<file path="src/rtl/sent_rx_decoder.sv">
// SENT (SAE J2716) receiver. Measures the time between falling edges, locks
// on the sync pulse, decodes the status/data/CRC nibbles and checks the CRC.
// It also assembles the 16-frame short serial message from status bits 3/2.
//
// state    | meaning
// ---------+---------------------------------------------------------
// S_HUNT   | waiting for a sync interval (56 +/- SYNC_TOL ticks)
// S_STATUS | sync seen, next interval is the status nibble
// S_DATA   | collecting NUM_DATA data nibbles
// S_CRC    | next interval is the CRC nibble; frame ends there
`timescale 1ns/1ps
module sent_rx_decoder #(
  parameter int CLK_PER_TICK = 8,
  parameter int NUM_DATA     = 6,
  parameter int SYNC_TOL     = 2,
  parameter int MAX_TICKS    = 800
) (
  input  logic        clk_i,
  input  logic        reset_ni,
  input  logic        enable_i,
  input  logic        sent_i,
  output logic        frame_valid_o,
  output logic        crc_error_o,
  output logic        frame_error_o,
  output logic [3:0]  status_nibble_o,
  output logic [23:0] data_out_o,
  output logic        short_valid_o,
  output logic [3:0]  short_id_o,
  output logic [7:0]  short_data_o,
  output logic [3:0]  short_crc_o
);

  localparam int PW = (CLK_PER_TICK > 1) ? $clog2(CLK_PER_TICK) : 1;
  localparam int TW = $clog2(MAX_TICKS + 1);
  localparam int DW = 4 * NUM_DATA;
  localparam int IW = (NUM_DATA > 1) ? $clog2(NUM_DATA) : 1;

  localparam logic [PW-1:0] PRESC_START = PW'(CLK_PER_TICK / 2);
  localparam logic [PW-1:0] PRESC_LAST  = PW'(CLK_PER_TICK - 1);
  localparam logic [TW-1:0] TICK_MAX    = TW'(MAX_TICKS);
  localparam logic [TW-1:0] SYNC_LO     = TW'(56 - SYNC_TOL);
  localparam logic [TW-1:0] SYNC_HI     = TW'(56 + SYNC_TOL);
  localparam logic [TW-1:0] NIB_LO      = TW'(12);
  localparam logic [TW-1:0] NIB_HI      = TW'(27);
  localparam logic [IW-1:0] IDX_LAST    = IW'(NUM_DATA - 1);

  typedef enum logic [1:0] {S_HUNT, S_STATUS, S_DATA, S_CRC} state_e;

  logic [2:0]    sync_q;
  logic          fall_d;
  logic [PW-1:0] presc_q;
  logic [TW-1:0] tick_q;

  state_e        state_q;
  logic [IW-1:0] idx_q;
  logic [3:0]    crc_q;
  logic [3:0]    stat_q;
  logic [DW-1:0] dsh_q;
  logic          msg_act_q;
  logic [3:0]    bit_cnt_q;
  logic [15:0]   msg_q;

  logic          fv_q, ce_q, fe_q, sv_q;
  logic [3:0]    status_q;
  logic [23:0]   data_q;
  logic [3:0]    sid_q;
  logic [7:0]    sdata_q;
  logic [3:0]    scrc_q;

  logic          is_sync_d, is_nib_d;
  logic [3:0]    nib_d;
  logic [3:0]    crc_final_d;
  logic [15:0]   msg_next_d;

  // J2716 recommended 4-bit CRC lookup table
  function automatic logic [3:0] crc_tab(input logic [3:0] idx);
    logic [3:0] r;
    case (idx)
      4'd0:    r = 4'd0;
      4'd1:    r = 4'd13;
      4'd2:    r = 4'd7;
      4'd3:    r = 4'd10;
      4'd4:    r = 4'd14;
      4'd5:    r = 4'd3;
      4'd6:    r = 4'd9;
      4'd7:    r = 4'd4;
      4'd8:    r = 4'd1;
      4'd9:    r = 4'd12;
      4'd10:   r = 4'd6;
      4'd11:   r = 4'd11;
      4'd12:   r = 4'd15;
      4'd13:   r = 4'd2;
      4'd14:   r = 4'd8;
      default: r = 4'd5;
    endcase
    return r;
  endfunction

  // two-flop synchronizer plus one history flop for edge detection
  always_ff @(posedge clk_i or negedge reset_ni) begin
    if (!reset_ni) sync_q <= 3'b111;
    else           sync_q <= {sync_q[1:0], sent_i};
  end

  assign fall_d = sync_q[2] & ~sync_q[1];

  // interval timer: prescaler starts half a tick in so the count rounds
  always_ff @(posedge clk_i or negedge reset_ni) begin
    if (!reset_ni) begin
      presc_q <= '0;
      tick_q  <= '0;
    end else if (fall_d) begin
      presc_q <= PRESC_START;
      tick_q  <= '0;
    end else if (presc_q == PRESC_LAST) begin
      presc_q <= '0;
      if (tick_q != TICK_MAX) tick_q <= tick_q + TW'(1);
    end else begin
      presc_q <= presc_q + PW'(1);
    end
  end

  // interval classification and per-nibble helpers
  always_comb begin
    is_sync_d   = (tick_q >= SYNC_LO) && (tick_q <= SYNC_HI);
    is_nib_d    = (tick_q >= NIB_LO) && (tick_q <= NIB_HI);
    nib_d       = 4'(tick_q - NIB_LO);
    crc_final_d = crc_tab(crc_q);
    msg_next_d  = {msg_q[14:0], stat_q[2]};
  end

  // frame FSM with registered strobes, held outputs and short-message assembly
  always_ff @(posedge clk_i or negedge reset_ni) begin
    if (!reset_ni) begin
      state_q   <= S_HUNT;
      idx_q     <= '0;
      crc_q     <= '0;
      stat_q    <= '0;
      dsh_q     <= '0;
      msg_act_q <= 1'b0;
      bit_cnt_q <= '0;
      msg_q     <= '0;
      fv_q      <= 1'b0;
      ce_q      <= 1'b0;
      fe_q      <= 1'b0;
      sv_q      <= 1'b0;
      status_q  <= '0;
      data_q    <= '0;
      sid_q     <= '0;
      sdata_q   <= '0;
      scrc_q    <= '0;
    end else begin
      fv_q <= 1'b0;
      ce_q <= 1'b0;
      fe_q <= 1'b0;
      sv_q <= 1'b0;
      if (!enable_i) begin
        state_q   <= S_HUNT;
        msg_act_q <= 1'b0;
      end else if (state_q != S_HUNT && !fall_d && tick_q == TICK_MAX) begin
        fe_q      <= 1'b1;
        state_q   <= S_HUNT;
        msg_act_q <= 1'b0;
      end else if (fall_d) begin
        if (state_q == S_HUNT) begin
          if (is_sync_d) state_q <= S_STATUS;
        end else if (is_sync_d) begin
          // a sync in the middle of a frame restarts reception from it
          fe_q      <= 1'b1;
          state_q   <= S_STATUS;
          msg_act_q <= 1'b0;
        end else if (!is_nib_d) begin
          fe_q      <= 1'b1;
          state_q   <= S_HUNT;
          msg_act_q <= 1'b0;
        end else begin
          case (state_q)
            S_STATUS: begin
              stat_q  <= nib_d;
              idx_q   <= '0;
              crc_q   <= 4'd5;
              state_q <= S_DATA;
            end
            S_DATA: begin
              dsh_q <= (dsh_q << 4) | DW'(nib_d);
              crc_q <= nib_d ^ crc_tab(crc_q);
              idx_q <= idx_q + IW'(1);
              if (idx_q == IDX_LAST) state_q <= S_CRC;
            end
            S_CRC: begin
              state_q <= S_HUNT;
              if (crc_final_d == nib_d) begin
                fv_q     <= 1'b1;
                status_q <= stat_q;
                data_q   <= 24'(dsh_q);
                if (stat_q[3]) begin
                  msg_q     <= {15'd0, stat_q[2]};
                  bit_cnt_q <= '0;
                  msg_act_q <= 1'b1;
                end else if (msg_act_q) begin
                  if (bit_cnt_q == 4'd14) begin
                    sv_q      <= 1'b1;
                    sid_q     <= msg_next_d[15:12];
                    sdata_q   <= msg_next_d[11:4];
                    scrc_q    <= msg_next_d[3:0];
                    msg_act_q <= 1'b0;
                    bit_cnt_q <= '0;
                  end else begin
                    msg_q     <= msg_next_d;
                    bit_cnt_q <= bit_cnt_q + 4'd1;
                  end
                end
              end else begin
                ce_q      <= 1'b1;
                msg_act_q <= 1'b0;
              end
            end
            default: state_q <= S_HUNT;
          endcase
        end
      end
    end
  end

  assign frame_valid_o   = fv_q;
  assign crc_error_o     = ce_q;
  assign frame_error_o   = fe_q;
  assign status_nibble_o = status_q;
  assign data_out_o      = data_q;
  assign short_valid_o   = sv_q;
  assign short_id_o      = sid_q;
  assign short_data_o    = sdata_q;
  assign short_crc_o     = scrc_q;

endmodule

</file>
<file path="config.mk">
export PLATFORM = sky130hd
export DESIGN_NAME = sent_rx_decoder
export DESIGN_NICKNAME = d
export VERILOG_FILES = /design/src/rtl/sent_rx_decoder.sv
export SDC_FILE = /design/constraint.sdc
export NUM_CORES = 1
export LEC_CHECK = 0
export CORE_MARGIN = 5
export CORE_UTILIZATION = 30
export CTS_CLUSTER_SIZE = 16
export DETAILED_ROUTE_END_ITERATION = 12
export PLACE_DENSITY = 0.58
export SETUP_SLACK_MARGIN = 0.3
export SLEW_MARGIN = 5
export SYNTH_ARGS = -nofsm -noshare
export SYNTH_HDL_FRONTEND = slang
export SYNTH_SLANG_ARGS = --single-unit
</file>
<file path="constraint.sdc">
create_clock -name clk_i -period 3.25 [get_ports clk_i]
set_clock_uncertainty 0.1 [all_clocks]
set_input_delay 0.4875 -clock clk_i [delete_from_list [all_inputs] [get_ports clk_i]]
set_output_delay 0.4875 -clock clk_i [all_outputs]
set_load 0.005 [all_outputs]
</file>
* Word level (Yosys, flattened, before mapping)
Memory sizes are Yosys's and may differ from the RTL's.
Index checks and enable logic that the tools add are counted.
Widths: inputs -> output; s select.
** Storage, ports and cells
- Bits in registers :: 121
- Bits in latches :: 0
- RAM bits :: 0
- Bits in read-only memories :: 128
- Input port bits :: 4
- Output and inout port bits :: 48
- Word-level logic and storage cells :: 148
- Memories kept :: 2
** Memory list
- (name not given) :: words 16, width 4, rd ports 1, clocked after memory_dff 0, write ports 0, line 78 : case (idx)
- (name not given) :: words 16, width 4, rd ports 1, clocked after memory_dff 0, write ports 0, line 78
** Operators by class
- Add/subtract/negate cells :: 5
- Multipliers :: 0
- Divide/modulo/power cells :: 0
- Magnitude comparators :: 4
- Equal/unequal tests :: 15
- Shift operators :: 0
- Muxes and demuxes :: 73
- Bitwise operators :: 8
- Reductions and logical operators :: 21
** Operator list (number)
- $mux 15 :: 3
- $mux 1 :: 44
- $mux 4 :: 10
- $mux 10 :: 3
- $or 24x4->24 :: 1
- $reduce_and 7->1 :: 3
- $mux 2 :: 8
- $reduce_and 11->1 :: 1
- $add 10x1->10 const B :: 1
- $eq 10x10->1 const B :: 1
- $ge 10x4->1 const B :: 1
- $ge 10x6->1 const B :: 1
- $le 10x5->1 const B :: 1
- $le 10x6->1 const B :: 1
- $ne 10x10->1 const B :: 1
- $reduce_and 10->1 :: 1
- $reduce_bool 2->1 :: 5
- $reduce_and 9->1 :: 1
- $pmux 4 s2 :: 1
- $reduce_and 8->1 :: 1
- $add 3x1->3 const B :: 2
- $eq 3x3->1 const B :: 2
- $mux 3 :: 2
- $ne 6x6->1 const B :: 1
- 21 further kinds :: 30

* Logic depth before layout (Yosys ltp)
Gate-level depths: netlist (run 1).
- Word-level depth :: 12
- Mapped depth :: 9
- Depth with buffers taken out :: 8

* Worst setup path after synthesis (run 1)
OpenSTA, ideal clock, no wires.
- Path kind :: reg2reg
- Start point :: register tick_q[2]
- End point :: register msg_q[10]
- Setup time :: 0.125 ns
- Arrival time :: 2.244 ns
- Required time :: 3.025 ns
- Path slack :: 0.781 ns
- Stages on the path, launching flop included :: 8
- Path buffers :: 1
- Period minus slack after synthesis :: 2.469 ns
- Cells stage by stage :: dfrtp_1 inv_1 ha_1 nor3b_2 o22ai_4 nor4_4 buf_6 mux2_4
** On the way
- Elaborated cells on any way between the ends :: 13
- Classes of those cells :: 1 x add/sub; 4 x order compare; 2 x eq/ne; 2 x bitwise; 4 x reduce/logical
** RTL lines
- from (decl) :: line 52 : logic [TW-1:0] tick_q;
- from (signal assigned) :: line 117 : if (tick_q != TICK_MAX) tick_q <= tick_q + TW'(1);
- $sub 4x4->4 :: line 127 : nib_d = 4'(tick_q - NIB_LO);
- net nib_d[2] :: line 71 : logic [3:0] nib_d;
- $eq 4x4->1 :: line 192 : if (crc_final_d == nib_d) begin
- $reduce_and 10->1 (no source line)
- to (signal assigned) :: line 197 : msg_q <= {15'd0, stat_q[2]};
- to (signal assigned) :: line 209 : msg_q <= msg_next_d;
- to (decl) :: line 61 : logic [15:0] msg_q;
The timed path passes the listed nets, and every way through them passes these cells.
A chain may end at the register's enable or synchronous reset.

* Worst setup path in the final report (run 1)
- Start point :: register tick_q[2]
- End point :: register msg_q[2]
The elaborated chain is that of the path after synthesis.

==> run_results.csv, run 1 <==
group,metric,value,unit
status,outcome,"finished, final reports clean",
sta,relSlewSlack,48.1,%
global_route,grt_use_total,10.6,%
clock_tree,cts_resized,0,
yosys,ys_warn_count,0,
clock_tree,cts_buffer_depth,2,
critical_path,start_kind,"flop",
route,firstDrtPassIters,4,
yosys,synth_edf_count,0,
global_route,grt_use_met2,16.5,%
floorplan,initial_utilization,30.8,%
final_layout,postLayoutCoreUtil,38.0,%
yosys,synth_cell_type_count,68,
critical_path,worstPathArrival,2.91,ns
global_route,grt_max_degree,63,
final_layout,drive_above_1_share,26.2,%
floorplan,row_count,49,
global_route,grt_pass1_wl,18500,um
sta,clock.fmax,368,MHz
route,drc,0,
clock_tree,cts_tree,"yes",
yosys,yosysTopAreaCellShare,53.1,%
yosys,ys_top_cells_by_count,"dfrtp_1, mux2_2, nand2_1",
clock_tree,clock-sinks,121,
clock_tree,cts_setup_buffers,0,
yosys,ys_ff_latch,121,
yosys,yosys.cell_count.top_type,"dfrtp_1",
global_route,grtUsageMet3,3.35,%
sta,finalMaxSlewViolations,0,
route,postRouteAntennaNets,0,
global_route,grt_pass1_vias,3591,
floorplan,die_y,146,um
critical_path,cp.required,3.45,ns
yosys,synthTopCellsByArea,"dfrtp_1, mux2_2, ha_1",
floorplan,dieArea,21400,um2
yosys,syn_avg_cell_area,13.1,um2
clock_tree,clk_pin_slew_worst_paths,0.06,ns
sta,finalCritPeriodShare,83.6,%
global_route,grt_overflow,0,
worst_hold_path,hold_path.class,"in -> async",
clock_tree,insertion_delay,0.41,ns
pwr,power.density,518,nW/um2
floorplan,coreArea,18100,um2
route,drt_iter0_drc,164,
yosys,synthCells,424,
route,vias_per_cell,4.73,
route,drt-total-wl,10500,um
critical_path,cp_max_fo,15,
floorplan,io_pins,52,
critical_path,path_class,"reg -> reg",
clock_tree,cts_root_buffer,"clkbuf_16",
yosys,async_reset_ff_share,100,%
global_route,antenna_found_initial,0,
sta,fin_crit,2.72,ns
global_route,busiest_layer,"met2",
final_layout,antenna_cells,0,
sta,hold_viol_final,0,
pwr,worst_ir_drop_vdd,0.304,mV
yosys,syn_area,5560,um2
pwr,p_leak,3.17,nW
floorplan,die_width,146,um
sta,setup_violations,0,
place,io_buffers,51,
final_layout,syn_to_final_growth,23.5,%
route,vias,3426,
clock_tree,cts_hold_buf,0,
final_layout,fin_nets,504,
route,wl_per_cell,14.5,um
sta,worst_slew_pin_slew,0.779,ns
critical_path,worstSetupEndpointType,"flop",
sta,rsz0062_at_grt,"false",
clock_tree,numCtsBuffers,17,
yosys,seq_area_frac_synth,54.5,%
yosys,synth_top_cell_by_area,"dfrtp_1",
run,cap_viol_max_count,0,
place,hpwl,7210,um
place,gp_congestion,0.813,
yosys,ys.flop_type,"dfrtp_1",
clock_tree,htree_levels,4,
sta,fin_tns_setup,0,ns
global_route,met1_usage,13.6,%
yosys,synth_nets,445,
sta,whs,0.0458,ns
power breakdown:
part           internal (W)  switching [W]
sequential          0.00154      0.0000383
combinational     0.0000993       0.000139
clock               0.00108       0.000661
kinds of logic (layout without fill, tap and decap cells):
| family | Yosys count | in the layout | share of synthesized area [%] |
|---|---|---|---|
| flip-flops | 121 | 121 | 54.5 |
| multiplexers | 88 | 88 | 18.4 |
| AO/OA/AOI/OAI | 46 | 46 | 6.36 |
| buffers and inverters | 29 | 101 | 2.68 |
| XOR/XNOR | 16 | 16 | 2.79 |
| AND/OR/NAND/NOR | 107 | 107 | 11.4 |
| adder cells (fa/ha/maj) | 17 | 17 | 3.82 |
per-layer routing:
metal  vias up  part of all wire [%]
met5         -                     0
met4         0                   2.2
met3        23                   4.4
met2        67                    47
met1      1708                    46
li1       1628                     -
stage by stage:
stage	setup slack, ns	power, W	cell area [um2]	std cells
5_1_grt	0.323	0.00373	6870	725
3_5_place_dp	0.377	0.00184	6320	693
4_1_cts	0.482	0.00362	6870	725
2_1_floorplan	0.781	0.00177	5560	424
6_report	0.531	0.00356	6870	725
3_3_place_gp	0.447	0.00183	6320	693
state kept, by name (all words and copies together) (netlist names), 2 cells and up:
register / flops
dsh_q: 24
short_data_o: 8
state_q: 2
crc_q: 4
data_out_o: 24
idx_q: 3
stat_q: 4
bit_cnt_q: 4
short_crc_o: 4
presc_q: 3
msg_q: 15
sync_q: 3
status_nibble_o: 4
tick_q: 10
short_id_o: 4
worst paths after layout:
| path | startpoint | end | slack, ns | depth (start not counted) |
|---|---|---|---|---|
| max | tick_q[2] | msg_q[2] | 0.53 | 7 |
| min | reset_ni | data_out_o[21] | 0.05 | 1 |
| max reg2reg | tick_q[2] | msg_q[2] | 0.53 | 7 |
| min reg2reg | sync_q[0] | sync_q[1] | 0.25 | 0 |
| max in group asynchronous | reset_ni | sync_q[2] | 2.16 | 2 |
| min in group clk_i | sync_q[0] | sync_q[1] | 0.25 | 0 |
worst max-delay path: stages, from the launching register on:
cell and delay (ns):
dfrtp_1 0.51, inv_1 0.18, ha_1 0.42, nor3b_2 0.26
o22ai_4 0.16, nor4_4 0.28, buf_4 0.30, mux2_2 0.37
area by class of cell:
type,count,area [um2]
inverter,11,41.3
fill,1691,11200
multi-input combinational,274,2380
timing repair buffer,58,573
sequential,121,3030
clock inverter,12,100
tap,229,287
clock buffer,20,457
cells in the final DEF (no fill, tap or decap), drive strengths merged, types with 7 or more instances in the layout:
master,instances
dfrtp,118
buf,8
clkinv,7
mux2,86
clkdlybuf4s50,50
o21ai,12
inv,12
nand2,22
nor2b,17
clkbuf,20
xnor2,12
nand3,8
ha,17
nor2,21
Note: power is estimated with default switching activity, not from simulation.
==> run 2: changes to the inputs <==
- PLACE_DENSITY: 0.58 -> 0.6
- clock period: 3.25 -> 2.4 ns (I/O delays scaled with it)
==> run 2 against run 1 <==
Effect of this change: non-clock buffer count is 58 higher; largest power group unchanged; clock-buffer cell count is 1 higher; fmax rose by 17%; routed wire length is 16% higher; die area is the same; via count up 7.5%; worst setup slack got worse by 0.45 ns; utilization increased by 6.3 points; clock power grew 66%.
==> run_results.csv, run 2 (synthesis gave the netlist of run 1 again) <==
group,metric,value,unit
status,outcome,"finished, final reports clean",
route,drt_iter0_drc,268,
clock_tree,cts_root_buffer,"clkbuf_16",
global_route,grt_overflow,0,
route,drc,0,
floorplan,initial_utilization,30.8,%
clock_tree,htree_levels,4,
critical_path,cp_max_fo,17,
sta,finalMaxSlewViolations,0,
floorplan,die_width,146,um
pwr,swShare,21.7,%
sta,clock.fmax,431,MHz
final_layout,n_fill_cell,1604,
sta,setup_violations,0,
final_layout,final_common_cell,"dfrtp_1",
floorplan,io_pins,52,
final_layout,syn_to_final_growth,44.0,%
sta,fin_tns_setup,0,ns
pwr,combPwrFrac,9.3,%
final_layout,fin_nets,563,
clock_tree,clk_pin_slew_worst_paths,0.05,ns
pwr,totalPowerFinal,0.00556,W
critical_path,path_class,"reg -> reg",
pwr,seq_power_share,38.4,%
final_layout,layoutNonFillerInstCount,784,
clock_tree,cts_tree,"yes",
place,dp_slack,-0.0672,ns
pwr,worst_ir_drop_vdd,0.497,mV
worst_hold_path,worstHoldEndpoint,"sync_q[0]",
critical_path,worstPathArrival,2.52,ns
global_route,grt_pass1_wl,20200,um
sta,relSlewSlack,57.4,%
pwr,clockPowerShare,52.3,%
critical_path,r2r-start,"tick_q[0]",
worst_hold_path,hp-start,"sent_i",
critical_path,worstSetupEndpointType,"flop",
sta,hold_viol_final,0,
place,dp_cells,724,
final_layout,mostFrequentLayoutCells,"dfrtp_1, mux2_4, clkdlybuf4s50_1",
sta,worst_slew_pin_slew,0.637,ns
global_route,antenna_found_initial,0,
route,drt-total-wl,12200,um
floorplan,row_count,49,
final_layout,register_area,3040,um2
clock_tree,cts_buffer_depth,2,
critical_path,r2r_setup_slack,0.08,ns
run,cap_viol_max_count,0,
place,hpwl,7870,um
place,gp_congestion,0.798,
route,postRouteAntennaNets,0,
route,wl_per_cell,15.6,um
pwr,p_leak,3.72,nW
floorplan,dieArea,21400,um2
clock_tree,numCtsBuffers,17,
critical_path,rr_worst_depth,8,
sta,fin_crit,2.32,ns
route,firstDrtPassIters,4,
final_layout,multi_input_area,2760,um2
final_layout,postLayoutCoreUtil,44.3,%
pwr,power.density,694,nW/um2
sta,setup_ws,0.0806,ns
floorplan,coreArea,18100,um2
pwr,p_switching,0.00121,W
critical_path,start_kind,"flop",
final_layout,antenna_cells,0,
place,io_buffers,51,
pwr,p_int,0.00435,W
route,vias,3682,
global_route,grt_max_degree,38,
floorplan,die_y,146,um
worst_hold_path,hold_path.class,"in -> reg",
route,vias_per_cell,4.70,
sta,rsz0062_at_grt,"true",
final_layout,drive_above_1_share,40.0,%
global_route,grt_pass1_vias,3935,
critical_path,reg2reg_to,"short_id_o[2]",
clock_tree,insertion_delay,0.41,ns
worst_hold_path,min_delay_path_depth,1,
global_route,grt_use_total,11.5,%
critical_path,cp.required,2.60,ns
clock_tree,clock-sinks,121,
sta,finalCritPeriodShare,96.6,%
-- run 2: changes by cell type in the layout (fill, tap and decap cells not counted), moves of 6 or more --
cell    before  now
mux2_2      66   26
buf_12       1    7
buf_6        0    6
buf_4        7   48
mux2_4      10   52
-- run 2: how the worst max path moves through the flow --
stage	start	end	slack [ns]	cells past startpoint
5_1_grt	crc_q[3]	msg_q[4]	0.004	6
2_1_floorplan	crc_q[0]	msg_q[10]	0.003	7
4_1_cts	crc_q[3]	msg_q[0]	0.09	6
3_5_place_dp	enable_i	short_data_o[2]	-0.07	7
3_3_place_gp	enable_i	msg_q[4]	-0.002	6
6_report	tick_q[0]	short_id_o[2]	0.08	8
-- run 2: repair_timing --
item                                    4_1_cts  5_1_grt
gates resized for setup                      26       33
endpoints found under the setup margin       99      102
hold buffers                                  1        0
pin swaps                                     6       11
setup buffers                                14        7
cloned                                        2        4
hold endpoints to repair                     28        0
-- run 2: per-stage QoR --
step           instance area (um2)  hold WS, ns
6_report                      8010        0.248
5_1_grt                       8010        0.235
4_1_cts                       7750        0.224
3_5_place_dp                  6800        0.252
3_3_place_gp                  6800        0.246
2_1_floorplan                 5780      -0.0356
-- run 2: cell type report --
class	count	area share, %
sequential	121	37.9
timing repair inverter	1	0.141
clock inverter	11	2.70
clock buffer	21	5.75
timing repair buffer	116	14.8
tap	229	3.58
inverter	11	0.703
multi-input combinational	274	34.5
-- run 2: metal layers --
layer,track usage (%),wire length (um)
met3,4.15,495
met5,0,0
met2,18.9,6070
met1,14.2,5520
met4,3.48,148
-- run 2: worst max-delay path, cell delays in order (launching register included) --
cell,delay (ns)
dfrtp_2,0.47
ha_1,0.23
and2_4,0.16
o211a_4,0.19
nand4_4,0.14
buf_4,0.19
nor3_4,0.19
buf_12,0.20
mux2_4,0.31
-- run 2: power groups by stage --
stage          registers, W  clock network, W  logic, W
3_5_place_dp        0.00217                 0  0.000433
4_1_cts             0.00214           0.00298  0.000476
6_report            0.00214           0.00291  0.000516
3_3_place_gp        0.00217                 0  0.000420
2_1_floorplan       0.00214                 0  0.000273
5_1_grt             0.00214           0.00307  0.000569
==> run 3: changes to the inputs <==
- PLACE_DENSITY: 0.6 -> default
- PLACE_DENSITY_LB_ADDON: default -> 0.05
==> run 3 against run 2 <==
Effect of this change: largest power group unchanged; hold slack better by 0.010 ns; fmax up 0.19%; worst setup slack better by 0.0043 ns; sequential power about the same; critical path depth up 1; routed wire length up 2.1%; highest routed layer unchanged; final cell count down 0.77%; cell area down 1.0%.
==> run_results.csv, run 3 (synthesis gave the netlist of run 1 again) <==
group,metric,value,unit
final_layout,postLayoutCoreUtil,43.9,%
pwr,totalPowerFinal,0.00529,W
final_layout,syn_to_final_growth,42.5,%
route,drc,0,
critical_path,critPathTopFamily,"buffers and inverters",
route,vias,3600,
final_layout,antenna_cells,0,
critical_path,slowest_delay,0.48,ns
pwr,worst_ir_drop_vdd,0.466,mV
final_layout,mostFrequentLayoutCells,"dfrtp_1, mux2_4, clkdlybuf4s50_1",
worst_hold_path,hold_path.class,"in -> reg",
floorplan,row_count,49,
final_layout,fin_nets,557,
critical_path,cp_max_fo,17,
place,gp_congestion,0.767,
global_route,grt_overflow,0,
clock_tree,clock-sinks,121,
sta,clock.fmax,432,MHz
final_layout,final_common_cell,"dfrtp_1",
route,firstDrtPassIters,4,
route,drt-total-wl,12500,um
critical_path,cp.required,2.59,ns
route,drt_iter0_drc,115,
critical_path,worstPathArrival,2.51,ns
sta,setup_violations,0,
pwr,p_leak,3.66,nW
sta,finalMaxSlewViolations,0,
run,cap_viol_max_count,0,
sta,fin_crit,2.32,ns
route,vias_per_cell,4.63,
critical_path,crit_buf_inv,3,
clock_tree,insertion_delay,0.41,ns
floorplan,coreArea,18100,um2
critical_path,slowest_stage,"dfrtp_2",
sta,rsz0062_at_grt,"true",
final_layout,multi_input_area,2870,um2
critical_path,worstSetupEndpointType,"flop",
sta,hold_viol_final,0,
sta,worst_slew_pin_slew,0.713,ns
pwr,power.density,667,nW/um2
clock_tree,cts_root_buffer,"clkbuf_16",
place,hpwl,8210,um
final_layout,drive_above_1_share,42.1,%
global_route,antenna_found_initial,0,
critical_path,r2r_setup_slack,0.08,ns
global_route,grt_pass1_wl,20000,um
global_route,grt_use_total,11.7,%
clock_tree,cts_buffer_depth,2,
place,io_buffers,51,
route,wl_per_cell,16.1,um
clock_tree,clk_pin_slew_worst_paths,0.06,ns
final_layout,register_area,3040,um2
place,dp_slack,-0.0107,ns
floorplan,die_y,146,um
floorplan,die_width,146,um
route,postRouteAntennaNets,0,
clock_tree,htree_levels,4,
status,outcome,"finished, final reports clean",
sta,setup_ws,0.0850,ns
clock_tree,numCtsBuffers,17,
floorplan,initial_utilization,30.8,%
critical_path,path_class,"reg -> reg",
sta,relSlewSlack,52.3,%
sta,fin_tns_setup,0,ns
floorplan,io_pins,52,
floorplan,dieArea,21400,um2
clock_tree,cts_tree,"yes",
final_layout,n_fill_cell,1668,
global_route,grt_pass1_vias,3737,
global_route,grt_max_degree,47,
critical_path,path_cells,"inv_4 > ha_4 > and2_4 > o211a_4 > nand4_4 > buf_4 > nor3_4 > buf_12 > mux2_4",
critical_path,start_kind,"flop",
sta,finalCritPeriodShare,96.5,%
## run 3: cell types whose count changed in the layout (fill, tap and decap cells not counted), moves of 4 or more
| cell | change |
|---|---|
| buf_4 | -4 |
| clkinv_4 | +4 |
| mux2_1 | -5 |
| bufinv_16 | -4 |
## run 3: stage by stage
step,instance area [um2],hold slack (ns),std cells
after floorplan,5780,-0.0356,424
after global placement,6860,0.249,734
after CTS,7590,0.236,770
after detailed placement,6860,0.247,734
final,7930,0.258,778
after global routing,7930,0.232,778
## run 3: timing repair
item                       4_1_cts  5_1_grt
setup buffers                    3        5
setup endpoints to repair       98      101
pin swaps                        2       26
hold buffers                     1        0
resized for setup               24       54
cloned                           0        3
hold endpoints to repair        42        0
## run 3: power by group
| group | internal [W] | leakage, nW | switching [W] |
|---|---|---|---|
| combinational | 0.000345 | 1.73 | 0.000306 |
| clock | 0.00156 | 0.286 | 0.000949 |
| sequential | 0.00209 | 1.65 | 0.0000427 |
| total | 0.00399 | 3.66 | 0.00130 |
## run 3: metal layers
layer	share of wire, %	track usage (%)
met1	48	15.3
met2	48	18.6
met3	3.4	3.50
met4	1.1	4.09
met5	0	0
## run 3: worst register-to-register path, stage by stage, from the launching register on
cell	delay, ns
dfrtp_2	0.48
inv_4	0.12
ha_4	0.14
and2_4	0.14
o211a_4	0.19
nand4_4	0.13
buf_4	0.20
nor3_4	0.20
buf_12	0.20
mux2_4	0.33
## run 3: worst paths after layout
path,to,cells after the start,start
min in group asynchronous,data_out_o[16],2,reset_ni
max reg2reg,short_id_o[0],9,tick_q[2]
max in group asynchronous,short_id_o[2],3,reset_ni
max,short_id_o[0],9,tick_q[2]
min,sync_q[0],1,sent_i
min reg2reg,sync_q[1],0,sync_q[0]
## run 3: layout make-up
cell class,instances,share of cell area [%]
clock buffer,18,5.54
clock inverter,14,1.86
inverter,11,0.741
multi-input combinational,274,36.2
sequential,121,38.3
tap,229,3.61
timing repair buffer,111,13.8
